### src/rtl/falafel_output_arb.sv
// falafel allocator response output stage: round-robin drain of the
// per-channel response FIFOs into a registered main+skid output buffer.
package falafel_pkg;
    localparam int DATA_W = 32;
endpackage

module falafel_output_arb #(
    parameter int DATA_W = falafel_pkg::DATA_W,
    parameter int NUM_CH = 4
) (
    input  logic                     clk_i,
    input  logic                     rst_i,
    falafel_output_arb_if.master     rsp,
    input  logic [NUM_CH-1:0]        ch_en_i,
    input  logic [NUM_CH-1:0]        resp_fifo_empty_i,
    output logic [NUM_CH-1:0]        resp_fifo_read_o,
    input  logic [NUM_CH*DATA_W-1:0] resp_fifo_dout_i,
    output logic [1:0]               occ_o
);
    localparam int CH_W = (NUM_CH > 1) ? $clog2(NUM_CH) : 1;

    typedef enum logic [1:0] {
        EMPTY = 2'd0,
        ONE   = 2'd1,
        FULL  = 2'd2
    } state_t;

    state_t            state;
    logic [CH_W-1:0]   ptr;
    logic [CH_W-1:0]   grant;
    logic [CH_W-1:0]   ptr_nxt;
    logic [CH_W:0]     sum;
    logic [NUM_CH-1:0] elig;
    logic              found;
    logic              push;
    logic              take;
    logic [DATA_W-1:0] head;
    logic [DATA_W-1:0] main_data;
    logic [DATA_W-1:0] skid_data;
    logic [CH_W-1:0]   main_ch;
    logic [CH_W-1:0]   skid_ch;

    assign elig = ~resp_fifo_empty_i & ch_en_i;

    // Rotating priority scan starting at ptr, wrapping at NUM_CH.
    always_comb begin
        grant = '0;
        found = 1'b0;
        sum   = '0;
        for (int i = 0; i < NUM_CH; i++) begin
            sum = {1'b0, ptr} + (CH_W+1)'(i);
            if (sum >= (CH_W+1)'(NUM_CH))
                sum = sum - (CH_W+1)'(NUM_CH);
            if (!found && elig[sum[CH_W-1:0]]) begin
                found = 1'b1;
                grant = sum[CH_W-1:0];
            end
        end
    end

    // Only the granted head is ever routed, so idle FIFO X never leaks.
    always_comb begin
        head = '0;
        for (int c = 0; c < NUM_CH; c++) begin
            if (grant == CH_W'(c))
                head = resp_fifo_dout_i[c*DATA_W +: DATA_W];
        end
    end

    assign push = found && (state != FULL) && !rst_i;
    assign take = (state != EMPTY) && rsp.rdy;

    always_comb begin
        resp_fifo_read_o = '0;
        if (push)
            resp_fifo_read_o[grant] = 1'b1;
    end

    assign ptr_nxt = (grant == CH_W'(NUM_CH - 1)) ? '0 : grant + 1'b1;

    always_ff @(posedge clk_i) begin
        if (rst_i) begin
            state     <= EMPTY;
            ptr       <= '0;
            main_data <= '0;
            main_ch   <= '0;
            skid_data <= '0;
            skid_ch   <= '0;
        end else begin
            if (push)
                ptr <= ptr_nxt;
            unique case (state)
                EMPTY: begin
                    if (push) begin
                        state     <= ONE;
                        main_data <= head;
                        main_ch   <= grant;
                    end
                end
                ONE: begin
                    if (push && take) begin
                        main_data <= head;
                        main_ch   <= grant;
                    end else if (push) begin
                        state     <= FULL;
                        skid_data <= head;
                        skid_ch   <= grant;
                    end else if (take) begin
                        state <= EMPTY;
                    end
                end
                FULL: begin
                    if (take) begin
                        state     <= ONE;
                        main_data <= skid_data;
                        main_ch   <= skid_ch;
                    end
                end
                default: state <= EMPTY;
            endcase
        end
    end

    assign rsp.val  = (state != EMPTY);
    assign rsp.data = main_data;
    assign rsp.ch   = main_ch;
    assign occ_o    = state;
endmodule

### src/rtl/falafel_output_arb_if.sv
// Response channel bundle for the falafel output arbiter.
// Carries the registered response word, its source tag and the handshake.
interface falafel_output_arb_if #(
    parameter int DATA_W = 32,
    parameter int CH_W   = 2
);
    logic              val;
    logic              rdy;
    logic [DATA_W-1:0] data;
    logic [CH_W-1:0]   ch;

    modport master (
        output val,
        output data,
        output ch,
        input  rdy
    );

    modport slave (
        input  val,
        input  data,
        input  ch,
        output rdy
    );
endinterface

### src/flat_wrapper.sv
// flat-port wrapper written by rule: the top's interface ports become plain ports
module falafel_output_arb_flat 
#(
    parameter int DATA_W = falafel_pkg::DATA_W,
    parameter int NUM_CH = 4
)
  (clk_i, rst_i, ch_en_i, resp_fifo_empty_i, resp_fifo_read_o, resp_fifo_dout_i, occ_o, rsp_val, rsp_data, rsp_ch, rsp_rdy);
  falafel_output_arb_if #(.DATA_W(DATA_W), .CH_W(2)) rsp_i ();
  input  logic clk_i;
  input  logic rst_i;
  input  logic [NUM_CH-1:0] ch_en_i;
  input  logic [NUM_CH-1:0] resp_fifo_empty_i;
  output logic [NUM_CH-1:0] resp_fifo_read_o;
  input  logic [NUM_CH*DATA_W-1:0] resp_fifo_dout_i;
  output logic [1:0] occ_o;
  output wire logic [$bits(rsp_i.val)-1:0] rsp_val;
  output wire logic [$bits(rsp_i.data)-1:0] rsp_data;
  output wire logic [$bits(rsp_i.ch)-1:0] rsp_ch;
  input wire logic [$bits(rsp_i.rdy)-1:0] rsp_rdy;
  assign rsp_val = rsp_i.val;
  assign rsp_data = rsp_i.data;
  assign rsp_ch = rsp_i.ch;
  assign rsp_i.rdy = rsp_rdy;
  falafel_output_arb #(.DATA_W(DATA_W), .NUM_CH(NUM_CH)) u_core (.clk_i(clk_i), .rst_i(rst_i), .rsp(rsp_i), .ch_en_i(ch_en_i), .resp_fifo_empty_i(resp_fifo_empty_i), .resp_fifo_read_o(resp_fifo_read_o), .resp_fifo_dout_i(resp_fifo_dout_i), .occ_o(occ_o));
endmodule
### config.mk
export PLATFORM = sky130hd
export DESIGN_NAME = falafel_output_arb_flat
export DESIGN_NICKNAME = d
export VERILOG_FILES = /design/src/rtl/falafel_output_arb.sv /design/src/rtl/falafel_output_arb_if.sv /design/src/flat_wrapper.sv
export SDC_FILE = /design/constraint.sdc
export NUM_CORES = 1
export LEC_CHECK = 0
export BUFFER_PORTS_ARGS = -buffer_cell sky130_fd_sc_hd__clkbuf_2
export CORE_ASPECT_RATIO = 0.8
export CORE_MARGIN = 4
export CORE_UTILIZATION = 40
export DETAILED_ROUTE_END_ITERATION = 10
export GPL_TIMING_DRIVEN = 0
export PLACE_DENSITY = 0.75
export SYNTH_ARGS = -nofsm -noshare
export SYNTH_HDL_FRONTEND = slang
export SYNTH_SLANG_ARGS = --single-unit
### constraint.sdc
create_clock -name clk_i -period 3.75 [get_ports clk_i]
set_clock_uncertainty 0.1 [all_clocks]
set_input_delay 0.1875 -clock clk_i [delete_from_list [all_inputs] [get_ports clk_i]]
set_output_delay 0.1875 -clock clk_i [all_outputs]
set_load 0.05 [all_outputs]
==> out/metrics.cfg <==
[run_status]
status = completed

[timing]
worst_pin_slew_ns = 0.691
clock.fmax_ghz = 0.306
min_period_ns = 3.26
setup_violations = 0
fin_tns_setup_ns = 0
rsz0062_at_grt = no
timing.slew.headroom = 0.536
hold_violations = 0
finalMaxSlewViolations = 0
period_share = 0.870

[floorplan]
std_cell_rows = 33
die_w_microns = 123
dieArea_sq_um = 12200
ios = 180
die_y_microns = 99.7
initial_utilization = 0.411
core_sq_um = 10200

[setup_path]
r2r_slack_ns = 0.49
start_kind = register
required_ns = 3.90
path_max_fanout = 10
rr_startpoint = u_core.ptr[1]
r2r_cells = 9
cp-endpoint = u_core.skid_data[2]
setup.worst_path.class = reg2reg
startpoint = u_core.ptr[1]
cp.arrival_ns = 3.42
r2r-end = u_core.skid_data[2]
endpoint_kind = register

[clock_network]
ctsResizeCount = 0
clk_pin_slew_ns = 0.06
post-cts-setup-buffer-count = 0
cts_root_buf = clkbuf_16
insertion_delay_ns = 0.32
h-tree-depth = 3
hold_buffers = 0
cts_tree = built
clock_tree.buffer_depth = 2
numCtsBuffers = 9
cts.sinks = 72

[worst_hold_path]
hp-class = in2reg

[place]
hpwl_microns = 10800
port_buffers = 178
gp_congestion = 0.823

[finish]
drive_gt1_frac = 0.290
multi_input_area_sq_um = 2410
final_util = 0.545
syn_to_final_growth_pct = 32.6
nets = 868
nFillCells = 998
antenna-diode-count = 0
regArea_sq_um = 1440

[detailed_routing]
wl_per_cell_microns = 15.9
vias = 4521
avgViaCountPerCell = 5.20
drtIter0Drc = 265
drt-total-wl_microns = 13900
dr.pass1.iters = 4
drc_errors = 0
drt.antenna.violating_nets = 0

[synth]
synth_cell_type_count = 33
seq_area_frac_synth = 0.343
synth_edf_count = 0
synthCells = 536
ys_seq_elements = 72
ys.flop_type = dfxtp_1
yosysWarningCount = 0
synth.avg_cell_area_sq_um = 7.84
synth.cell_area_sq_um = 4200
async_reset_ff_frac = 0
mappedNetlistNets = 679

[power]
ir_worst_vdd_uv = 250
sw_frac_of_total = 0.367
power_density_nw_per_um2 = 473
p_seq_frac = 0.335
pwr-share-comb = 0.336
p_int_mw = 1.67
power.switching_mw = 0.969
clockPowerShare = 0.328
power.leakage_nw = 2.37

[global_routing]
overflow = 0
antenna_found_initial = 0
grt_pass1_wl_microns = 21900
grt_max_degree = 14
grt_usage = 0.223
grt_pass1_vias = 4506

[run]
maxCapViolCount = 0

==> sequential cells by signal (all words and copies together) (netlist names) <==
signal / cells
u_core.ptr: 2
u_core.skid_ch: 2
u_core.rsp.data: 32
u_core.occ_o: 2
u_core.rsp.ch: 2
u_core.skid_data: 32
==> critical path, cell delays in order (launching register included) <==
cell and delay, ns:
dfxtp_1 0.40, o221ai_1 0.16, a21oi_1 0.42, ha_1 0.53, or2_2 0.19, clkbuf_1 0.23, clkbuf_1 0.50, o221ai_1 0.27
mux2i_1 0.24, nor2b_1 0.15
==> layer usage <==
| layer | share of wire | global-route usage | up-vias |
|---|---|---|---|
| met3 | 0.067 | 0.0426 | 9 |
| met4 | 0.0064 | 0.0482 | 0 |
| met5 | 0 | 0 | - |
| met2 | 0.48 | 0.389 | 161 |
| li1 | - | - | 2221 |
| met1 | 0.44 | 0.288 | 2130 |
==> layout by cell type, fill, tap and decap left out, types with 4 or more instances in the layout <==
cell type  count
a211oi_1       4
a21oi_1        6
a22o_1        32
and2_1         4
clkbuf_1      33
clkbuf_16      9
clkbuf_2     178
dfxtp_1       72
ha_1           4
inv_1         38
mux2i_1       38
nand2_1      102
nand2b_1      35
nor2_1        10
nor2b_1       33
o21ai_0       66
o221ai_1      33
==> logic make-up (layout without fill, tap and decap cells) <==
| kind of cell | count (synthesis) | in the layout | share of synthesized area |
|---|---|---|---|
| AND/OR/NAND/NOR | 192 | 192 | 0.227 |
| AO/OA/AOI/OAI | 147 | 147 | 0.245 |
| buffers and inverters | 83 | 277 | 0.0830 |
| flip-flops | 72 | 72 | 0.343 |
| multiplexers | 38 | 38 | 0.0905 |
| adder cells (fa/ha/maj) | 4 | 4 | 0.0119 |
==> area by class of cell <==
| class | instances | share of cell area |
|---|---|---|
| Clock buffer | 10 | 0.0429 |
| Tap cell | 140 | 0.0314 |
| Timing Repair Buffer | 178 | 0.160 |
| Inverter | 39 | 0.0263 |
| Buffer | 44 | 0.0363 |
| Multi-Input combinational cell | 381 | 0.433 |
| Clock inverter | 6 | 0.0121 |
| Sequential cell | 72 | 0.258 |
==> synth_stat cells, types with 6 or more instances <==
cell,n,area (sq um)
a22o_1,32,280
clkbuf_1,33,124
inv_1,38,143
mux2i_1,38,380
a21oi_1,6,30.0
nand2b_1,35,219
nor2b_1,33,206
nor2_1,10,37.5
o221ai_1,33,289
o21ai_0,66,330
dfxtp_1,72,1440
nand2_1,102,383
==> power by group through the flow <==
stage               logic (mW)  registers (mW)  clock network, mW
global placement         0.867           0.897                  0
global route             0.968           0.893              0.911
floorplan                0.418            1.09                  0
detailed placement       0.889           0.900                  0
finish                   0.887           0.886              0.867
CTS                      0.893           0.884              0.880
==> per-stage QoR <==
step	cells	worst slack (ns)	cell area, sq um	hold slack (ns)	power [mW]
after global routing	870	0.165	5580	0.230	2.77
after detailed placement	854	0.366	5270	0.367	1.79
after global placement	854	0.428	5270	0.363	1.76
final	870	0.486	5580	0.166	2.64
after floorplan	536	1.26	4200	0.306	1.51
after CTS	870	0.522	5580	0.155	2.66
==> worst min-delay path by stage <==
stage               cells after the start                  end           startpoint  slack, ns
floorplan                               3      u_core.occ_o[1]              rsp_rdy       0.31
global placement                        1  u_core.rsp.data[18]  u_core.rsp.data[18]       0.36
detailed placement                      1   u_core.rsp.data[3]   u_core.rsp.data[3]       0.37
CTS                                     4      u_core.occ_o[1]              rsp_rdy       0.15
global route                            4      u_core.occ_o[1]              rsp_rdy       0.23
finish                                  4      u_core.occ_o[1]              rsp_rdy       0.17
Power figures use the tool's default switching activity.
